===== config.mk =====
export PLATFORM = sky130hd
export DESIGN_NAME = ad9833_ctrl
export DESIGN_NICKNAME = d
export VERILOG_FILES = /design/src/rtl/ad9833_pkg.sv /design/src/rtl/ad9833_txn.sv /design/src/rtl/ad9833_ctrl.sv
export SDC_FILE = /design/constraint.sdc
export NUM_CORES = 1
export LEC_CHECK = 0
export BUFFER_PORTS_ARGS = -buffer_cell sky130_fd_sc_hd__buf_4
export CORE_UTILIZATION = 47
export DETAILED_ROUTE_END_ITERATION = 12
export GPL_ROUTABILITY_DRIVEN = 0
export HOLD_SLACK_MARGIN = 0.05
export PLACE_DENSITY = 0.79
export SLEW_MARGIN = 20
export SYNTH_ARGS = -nofsm -noshare
export SYNTH_HDL_FRONTEND = slang
export SYNTH_SLANG_ARGS = --single-unit

===== constraint.sdc =====
create_clock -name clk -period 2.3 [get_ports clk]
set_input_delay 0.115 -clock clk [delete_from_list [all_inputs] [get_ports clk]]
set_output_delay 0.115 -clock clk [all_outputs]
set_load 0.05 [all_outputs]

===== src/rtl/ad9833_pkg.sv =====
// Shared types, control-word constants and helpers for the AD9833 sequencer.
// Build option: define AD9833_PHASE_EN to make PSELECT follow FSELECT in every control word.
package ad9833_pkg;

  typedef enum logic [1:0] {
    WAVE_SINE        = 2'd0,
    WAVE_TRIANGLE    = 2'd1,
    WAVE_SQUARE      = 2'd2,
    WAVE_SQUARE_DIV2 = 2'd3
  } wave_e;

  typedef enum logic [2:0] {
    INIT_ISSUE = 3'd0,
    INIT_WAIT  = 3'd1,
    IDLE       = 3'd2,
    A_ISSUE    = 3'd3,
    A_WAIT     = 3'd4,
    B_ISSUE    = 3'd5,
    B_WAIT     = 3'd6,
    GAP        = 3'd7
  } state_e;

  localparam logic [15:0] CTRL_B28     = 16'h2000;
  localparam logic [15:0] CTRL_FSELECT = 16'h0800;
  localparam logic [15:0] CTRL_PSELECT = 16'h0400;
  localparam logic [15:0] CTRL_RESET   = 16'h0100;
  localparam logic [15:0] CTRL_OPBITEN = 16'h0020;
  localparam logic [15:0] CTRL_DIV2    = 16'h0008;
  localparam logic [15:0] CTRL_MODE    = 16'h0002;

  localparam logic [1:0] PFX_FREQ0 = 2'b01;
  localparam logic [1:0] PFX_FREQ1 = 2'b10;
  localparam logic [1:0] PFX_PHASE = 2'b11;

  localparam logic [15:0] INIT_CONTROL = CTRL_B28 | CTRL_RESET;
  localparam logic [15:0] INIT_ADREG   = {PFX_FREQ0, 14'h0000};

  function automatic logic [15:0] wave_bits(input wave_e wave);
    case (wave)
      WAVE_SINE:        wave_bits = 16'h0000;
      WAVE_TRIANGLE:    wave_bits = CTRL_MODE;
      WAVE_SQUARE:      wave_bits = CTRL_OPBITEN | CTRL_DIV2;
      WAVE_SQUARE_DIV2: wave_bits = CTRL_OPBITEN;
      default:          wave_bits = 16'h0000;
    endcase
  endfunction

  // Control word with RESET clear, selecting register bank sel.
  function automatic logic [15:0] control_word(input logic sel, input wave_e wave);
    logic [15:0] bank;
`ifdef AD9833_PHASE_EN
    bank = sel ? (CTRL_FSELECT | CTRL_PSELECT) : 16'h0000;
`else
    bank = sel ? CTRL_FSELECT : 16'h0000;
`endif
    control_word = CTRL_B28 | bank | wave_bits(wave);
  endfunction

endpackage


===== src/rtl/ad9833_txn.sv =====
// One driver transaction: hold go until latched, wait for the fsync low/high frame,
// then optionally count an idle gap before reporting done.
module ad9833_txn
  import ad9833_pkg::*;
#(
  parameter int GAP_CYCLES = 4
) (
  input  logic clk,
  input  logic rst,
  input  logic start,
  input  logic use_gap,
  input  logic good,
  input  logic fsync,
  output logic go,
  output logic acked,
  output logic frame_done,
  output logic done
);

  localparam int CNT_W = (GAP_CYCLES < 1) ? 1 : $clog2(GAP_CYCLES + 1);

  typedef enum logic [1:0] {
    T_IDLE  = 2'd0,
    T_ISSUE = 2'd1,
    T_WAIT  = 2'd2,
    T_GAP   = 2'd3
  } txn_state_e;

  txn_state_e       state, state_next;
  logic [CNT_W-1:0] cnt, cnt_next;
  logic             seen_low, seen_low_next;
  logic             go_next;

  // Engine state, gap counter, fsync-low tracker and registered go.
  always_ff @(posedge clk) begin
    if (rst) begin
      state    <= T_ISSUE;
      cnt      <= '0;
      seen_low <= 1'b0;
      go       <= 1'b0;
    end else begin
      state    <= state_next;
      cnt      <= cnt_next;
      seen_low <= seen_low_next;
      go       <= go_next;
    end
  end

  // Next state; a low fsync sampled together with the ack already counts as seen.
  always_comb begin
    state_next    = state;
    cnt_next      = cnt;
    seen_low_next = seen_low;
    go_next       = 1'b0;
    acked         = 1'b0;
    frame_done    = 1'b0;
    done          = 1'b0;
    case (state)
      T_IDLE: begin
        if (start) begin
          state_next = T_ISSUE;
          go_next    = 1'b1;
        end else begin
          state_next = T_IDLE;
        end
      end
      T_ISSUE: begin
        if (go && good) begin
          acked         = 1'b1;
          state_next    = T_WAIT;
          seen_low_next = ~fsync;
        end else begin
          go_next = 1'b1;
        end
      end
      T_WAIT: begin
        if (!seen_low) begin
          seen_low_next = ~fsync;
        end else if (fsync) begin
          frame_done = 1'b1;
          if (use_gap) begin
            state_next = T_GAP;
            cnt_next   = CNT_W'(GAP_CYCLES);
          end else begin
            done       = 1'b1;
            state_next = T_IDLE;
          end
        end else begin
          seen_low_next = 1'b1;
        end
      end
      T_GAP: begin
        if (cnt == '0) begin
          done = 1'b1;
          if (start) begin
            state_next = T_ISSUE;
            go_next    = 1'b1;
          end else begin
            state_next = T_IDLE;
          end
        end else begin
          cnt_next = cnt - {{(CNT_W-1){1'b0}}, 1'b1};
        end
      end
      default: state_next = T_IDLE;
    endcase
  end

endmodule


===== src/rtl/ad9833_ctrl.sv =====
// AD9833 sequencer: init transaction after reset, then ping-pong FREQ0/FREQ1 updates
// as an A/B transaction pair per request. Build option: AD9833_PHASE_EN writes the phase word.
module ad9833_ctrl
  import ad9833_pkg::*;
#(
  parameter int GAP_CYCLES = 4
) (
  input  logic        clk,
  input  logic        rst,
  input  logic        req_valid,
  output logic        req_ready,
  input  logic [27:0] req_freq,
  input  logic [11:0] req_phase,
  input  logic [1:0]  req_wave,
  output logic        busy,
  output logic        active_sel,
  output logic        drv_go,
  output logic [15:0] drv_control,
  output logic [15:0] drv_adreg0,
  output logic [15:0] drv_adreg1,
  input  logic        drv_good_to_reset_go,
  input  logic        drv_fsync
);

  state_e      state, state_next;
  logic        gap_to_b;
  logic [27:0] freq;
  wave_e       wave;
  logic        start, use_gap, acked, frame_done, done;
  logic [1:0]  freq_pfx;
  logic [15:0] ctl_next, a0_next, a1_next;

`ifdef AD9833_PHASE_EN
  logic [11:0] phase;
`else
  logic        unused_phase;
  assign unused_phase = ^req_phase;
`endif

  assign use_gap  = (state != INIT_WAIT);
  assign freq_pfx = active_sel ? PFX_FREQ0 : PFX_FREQ1;

  ad9833_txn #(.GAP_CYCLES(GAP_CYCLES)) u_txn (
    .clk        (clk),
    .rst        (rst),
    .start      (start),
    .use_gap    (use_gap),
    .good       (drv_good_to_reset_go),
    .fsync      (drv_fsync),
    .go         (drv_go),
    .acked      (acked),
    .frame_done (frame_done),
    .done       (done)
  );

  // Sequencer next state; start marks entry into an A or B issue.
  always_comb begin
    state_next = state;
    start      = 1'b0;
    case (state)
      INIT_ISSUE: state_next = acked ? INIT_WAIT : INIT_ISSUE;
      INIT_WAIT:  state_next = done ? IDLE : INIT_WAIT;
      IDLE: begin
        if (req_valid) begin
          state_next = A_ISSUE;
          start      = 1'b1;
        end else begin
          state_next = IDLE;
        end
      end
      A_ISSUE:    state_next = acked ? A_WAIT : A_ISSUE;
      A_WAIT:     state_next = frame_done ? GAP : A_WAIT;
      B_ISSUE:    state_next = acked ? B_WAIT : B_ISSUE;
      B_WAIT:     state_next = frame_done ? GAP : B_WAIT;
      GAP: begin
        if (done && gap_to_b) begin
          state_next = B_ISSUE;
          start      = 1'b1;
        end else if (done) begin
          state_next = IDLE;
        end else begin
          state_next = GAP;
        end
      end
      default:    state_next = INIT_ISSUE;
    endcase
  end

  // Words for the next issue: txn A straight from the request, txn B from latched fields.
  always_comb begin
    ctl_next = drv_control;
    a0_next  = drv_adreg0;
    a1_next  = drv_adreg1;
    if (state == IDLE) begin
      ctl_next = control_word(active_sel, wave_e'(req_wave));
      a0_next  = {freq_pfx, req_freq[13:0]};
      a1_next  = {freq_pfx, req_freq[27:14]};
    end else begin
      ctl_next = control_word(active_sel, wave);
`ifdef AD9833_PHASE_EN
      a0_next  = {PFX_PHASE, ~active_sel, 1'b0, phase};
`else
      a0_next  = control_word(active_sel, wave);
`endif
      a1_next  = control_word(~active_sel, wave);
    end
  end

  // Registered state, status flags, request latch and driver words.
  always_ff @(posedge clk) begin
    if (rst) begin
      state       <= INIT_ISSUE;
      req_ready   <= 1'b0;
      busy        <= 1'b1;
      active_sel  <= 1'b0;
      gap_to_b    <= 1'b0;
      freq        <= 28'h0000000;
      wave        <= WAVE_SINE;
      drv_control <= INIT_CONTROL;
      drv_adreg0  <= INIT_ADREG;
      drv_adreg1  <= INIT_ADREG;
`ifdef AD9833_PHASE_EN
      phase       <= 12'h000;
`endif
    end else begin
      state     <= state_next;
      req_ready <= (state_next == IDLE);
      busy      <= (state_next != IDLE);
      if (state == IDLE && req_valid) begin
        freq  <= req_freq;
        wave  <= wave_e'(req_wave);
`ifdef AD9833_PHASE_EN
        phase <= req_phase;
`endif
      end
      if (frame_done && state == A_WAIT) begin
        gap_to_b <= 1'b1;
      end else if (frame_done && state == B_WAIT) begin
        gap_to_b   <= 1'b0;
        active_sel <= ~active_sel;
      end
      if (start) begin
        drv_control <= ctl_next;
        drv_adreg0  <= a0_next;
        drv_adreg1  <= a1_next;
      end
    end
  end

endmodule


==> flow_summary.json <==
{
  "clkTransAtPathRegs_ns": 0.10,
  "final_common_cell": "buf_4",
  "tightest_slew_ns": 0.553,
  "worst-path-stages": 8,
  "tns_ns": 0,
  "ys_types": 40,
  "critical_path.max_stage_delay_ns": 0.31,
  "hold_viol_final": 0,
  "htreeDepth": 2,
  "slowest_stage": "dfxtp_1",
  "status": "finished clean",
  "fp.dieW_um": 72.6,
  "seq_area_frac_synth": 0.436,
  "grt_pass1_wl_um": 8390,
  "finalCriticalPeriod_ns": 2.00,
  "cts_made_buffers": 5,
  "insertion_delay_ns": 0.30,
  "arrival_ns": 2.17,
  "viasPerCell": 5.22,
  "setup.worst_path.end": "drv_control[1]$_SDFFE_PP0P_",
  "rr_startpoint": "u_txn.cnt[0]$_SDFFE_PP0P_",
  "yosysWarnings": 0,
  "antenna_found_initial": 0,
  "wl_um": 5310,
  "drive_gt1_frac": 0.260,
  "dr.pass1.iters": 4,
  "synthCells": 294,
  "setup_slack_ns": 0.303,
  "maxCapViolations": 0,
  "worstHoldStart": "req_freq[4]",
  "path_class": "flip-flop to flip-flop",
  "rows": 25,
  "clock_path_buffers": 2,
  "ios": 99,
  "p_leak_nw": 1.27,
  "drv_slew": 0,
  "dp_hpwl_um": 3810,
  "r2r_end": "drv_control[1]$_SDFFE_PP0P_",
  "fin_crit_sh": 0.868,
  "yosys-top-cells-area": "dfxtp_1 (44%), nand2_1 (7.5%), nand3_1 (6.2%)",
  "grt_max_degree": 47,
  "core-area_um2": 4750,
  "path_cells": "inv_1 -> ha_1 -> and3b_1 -> a41oi_1 -> nand2b_1 -> buf_4 -> a311oi_1 -> nor3_1",
  "hold_class": "primary input to flip-flop",
  "reg2reg_depth": 8,
  "die_y_um": 72.6,
  "antenna-diode-count": 0,
  "nNetsFinal": 414,
  "first_iter_violations": 95,
  "cts_hold_buf": 0,
  "ant_nets": 0,
  "synth-edff-count": 0,
  "worstSetupStartpoint": "u_txn.cnt[0]$_SDFFE_PP0P_",
  "grt_overflow": 0,
  "ys_ff_latch": 51,
  "fmax_ghz": 0.501,
  "power.ir.vdd_worst_uv": 543,
  "rrSetupSlack_ns": 0.30,
  "root_buffer": "clkbuf_8",
  "timing.critical_path.buf_inv": 2,
  "slew_headroom": 0.632,
  "drc_errors": 0,
  "postCtsSetupBuffers": 0,
  "area_growth_pct": 29.5,
  "cts_tree": "yes",
  "critPathLaunchType": "flip-flop",
  "skew_ns": 0.00789,
  "cp.required_ns": 2.48,
  "synth_area_leader_cell": "dfxtp_1",
  "crit_fanout": 14,
  "grt_use_total": 0.199,
  "synth_flop_cell": "dfxtp_1",
  "port_buffers": 75,
  "p_per_area_nw_per_um2": 756,
  "worst_setup_path_end_kind": "flip-flop",
  "layout_common_cells": "buf_4 (84), dfxtp_1 (51), nand2_1 (47), nand3_1 (29), nor2_1 (25)",
  "syn_avg_cell_area_um2": 7.96,
  "pre_cts_ws_ns": 0.326,
  "ys_async_sr_fraction": 0,
  "rsz0062_at_grt": "false",
  "path_delay_family": "simple AND/OR/NAND/NOR gates",
  "cts.sinks": 51,
  "start_util": 0.492,
  "die_area_um2": 5270,
  "vias": 2239,
  "ctsResizeCount": 0,
  "yosys.area.top_type_share": 0.436,
  "synth.cell_area_um2": 2340,
  "first_global_vias": 1951,
  "finalSetupViolations": 0,
  "wire_per_inst_um": 12.4
}
==> power breakdown <==
group / switching (mW) / total (mW) / internal [mW]
sequential: 0.0562 / 0.998 / 0.942
clock: 0.296 / 0.654 / 0.358
combinational: 0.374 / 0.641 / 0.267
total: 0.726 / 2.29 / 1.57
==> cell usage after synthesis (2+ instances only) <==
master / n
nor3_1: 12
buf_4: 14
a21oi_1: 24
clkbuf_1: 9
nand2_1: 47
nand3_1: 29
a311oi_1: 5
o31ai_1: 2
o32ai_1: 2
o211a_1: 2
buf_1: 2
ha_1: 6
dfxtp_1: 51
buf_2: 8
nand3b_1: 3
nor2b_1: 2
a211oi_1: 6
conb_1: 2
nor3b_1: 5
o21ai_0: 7
o211ai_1: 2
nor2_1: 25
inv_1: 6
nand2b_1: 4
a31oi_1: 3
and3_1: 2
==> flip-flops by register name, summed over array words and instances, names as in the netlist, 2 cells and up <==
name and count:
drv_control 5, u_txn.state 2, drv_adreg1 15, wave 2, drv_adreg0 15, u_txn.cnt 3
state 3
==> routing by layer <==
metal	wire [um]	GRT usage	vias to the layer above	part of all wire
li1	-	-	1134	-
met1	2330	0.236	1037	0.44
met2	2620	0.357	62	0.49
met3	300	0.0428	6	0.057
met4	59	0.0610	0	0.011
met5	0	0	-	0
==> layout make-up <==
cell class                 instances  area, um2
clock inverter                     2       38.8
inverter                           6       22.5
timing repair buffer              84        631
sequential                        51       1020
fill                             435       1720
clock buffer                       6       82.6
tap                               67       83.8
multi-input combinational        213       1150
==> metrics by stage <==
| step | cell area [um2] | instances | util | power, mW | hold WS (ns) |
|---|---|---|---|---|---|
| floorplan | 2370 | 303 | - | 1.50 | 0.262 |
| global placement | 2910 | 421 | 0.612 | 1.64 | 0.384 |
| detailed placement | 2910 | 421 | 0.612 | 1.66 | 0.388 |
| CTS | 3030 | 429 | 0.638 | 2.31 | 0.0561 |
| global route | 3030 | 429 | 0.638 | 2.42 | 0.0568 |
| finish | 3030 | 429 | 0.638 | 2.29 | 0.0645 |
==> tightest hold or removal path: stages <==
cell and delay (ns):
buf_4 0.11, nand3_1 0.05, a21oi_1 0.06
==> logic make-up after synthesis <==
group	Yosys count	share of synthesized area
DFF	51	0.436
buffers and inverters	39	0.0893
AOI/OAI and AO/OA	60	0.165
and+or+nand+nor	135	0.270
xor gates and xnor gates	1	0.00374
other	2	0.00321
adders and majority gates	6	0.0321
==> worst min path at each step <==
stage / end / slack (ns) / depth (start not counted)
final: drv_adreg0[4]$_SDFFE_PP0P_ / 0.06 / 3
after global placement: drv_adreg1[0]$_SDFFE_PP0P_ / 0.38 / 3
after detailed placement: drv_adreg1[4]$_SDFFE_PP0P_ / 0.39 / 3
after global routing: drv_adreg0[4]$_SDFFE_PP0P_ / 0.06 / 3
after CTS: drv_adreg1[2]$_SDFFE_PP0P_ / 0.06 / 3
after floorplan: wave[0]$_SDFFE_PP0P_ / 0.26 / 2
Note: power is estimated with default switching activity, not from simulation.
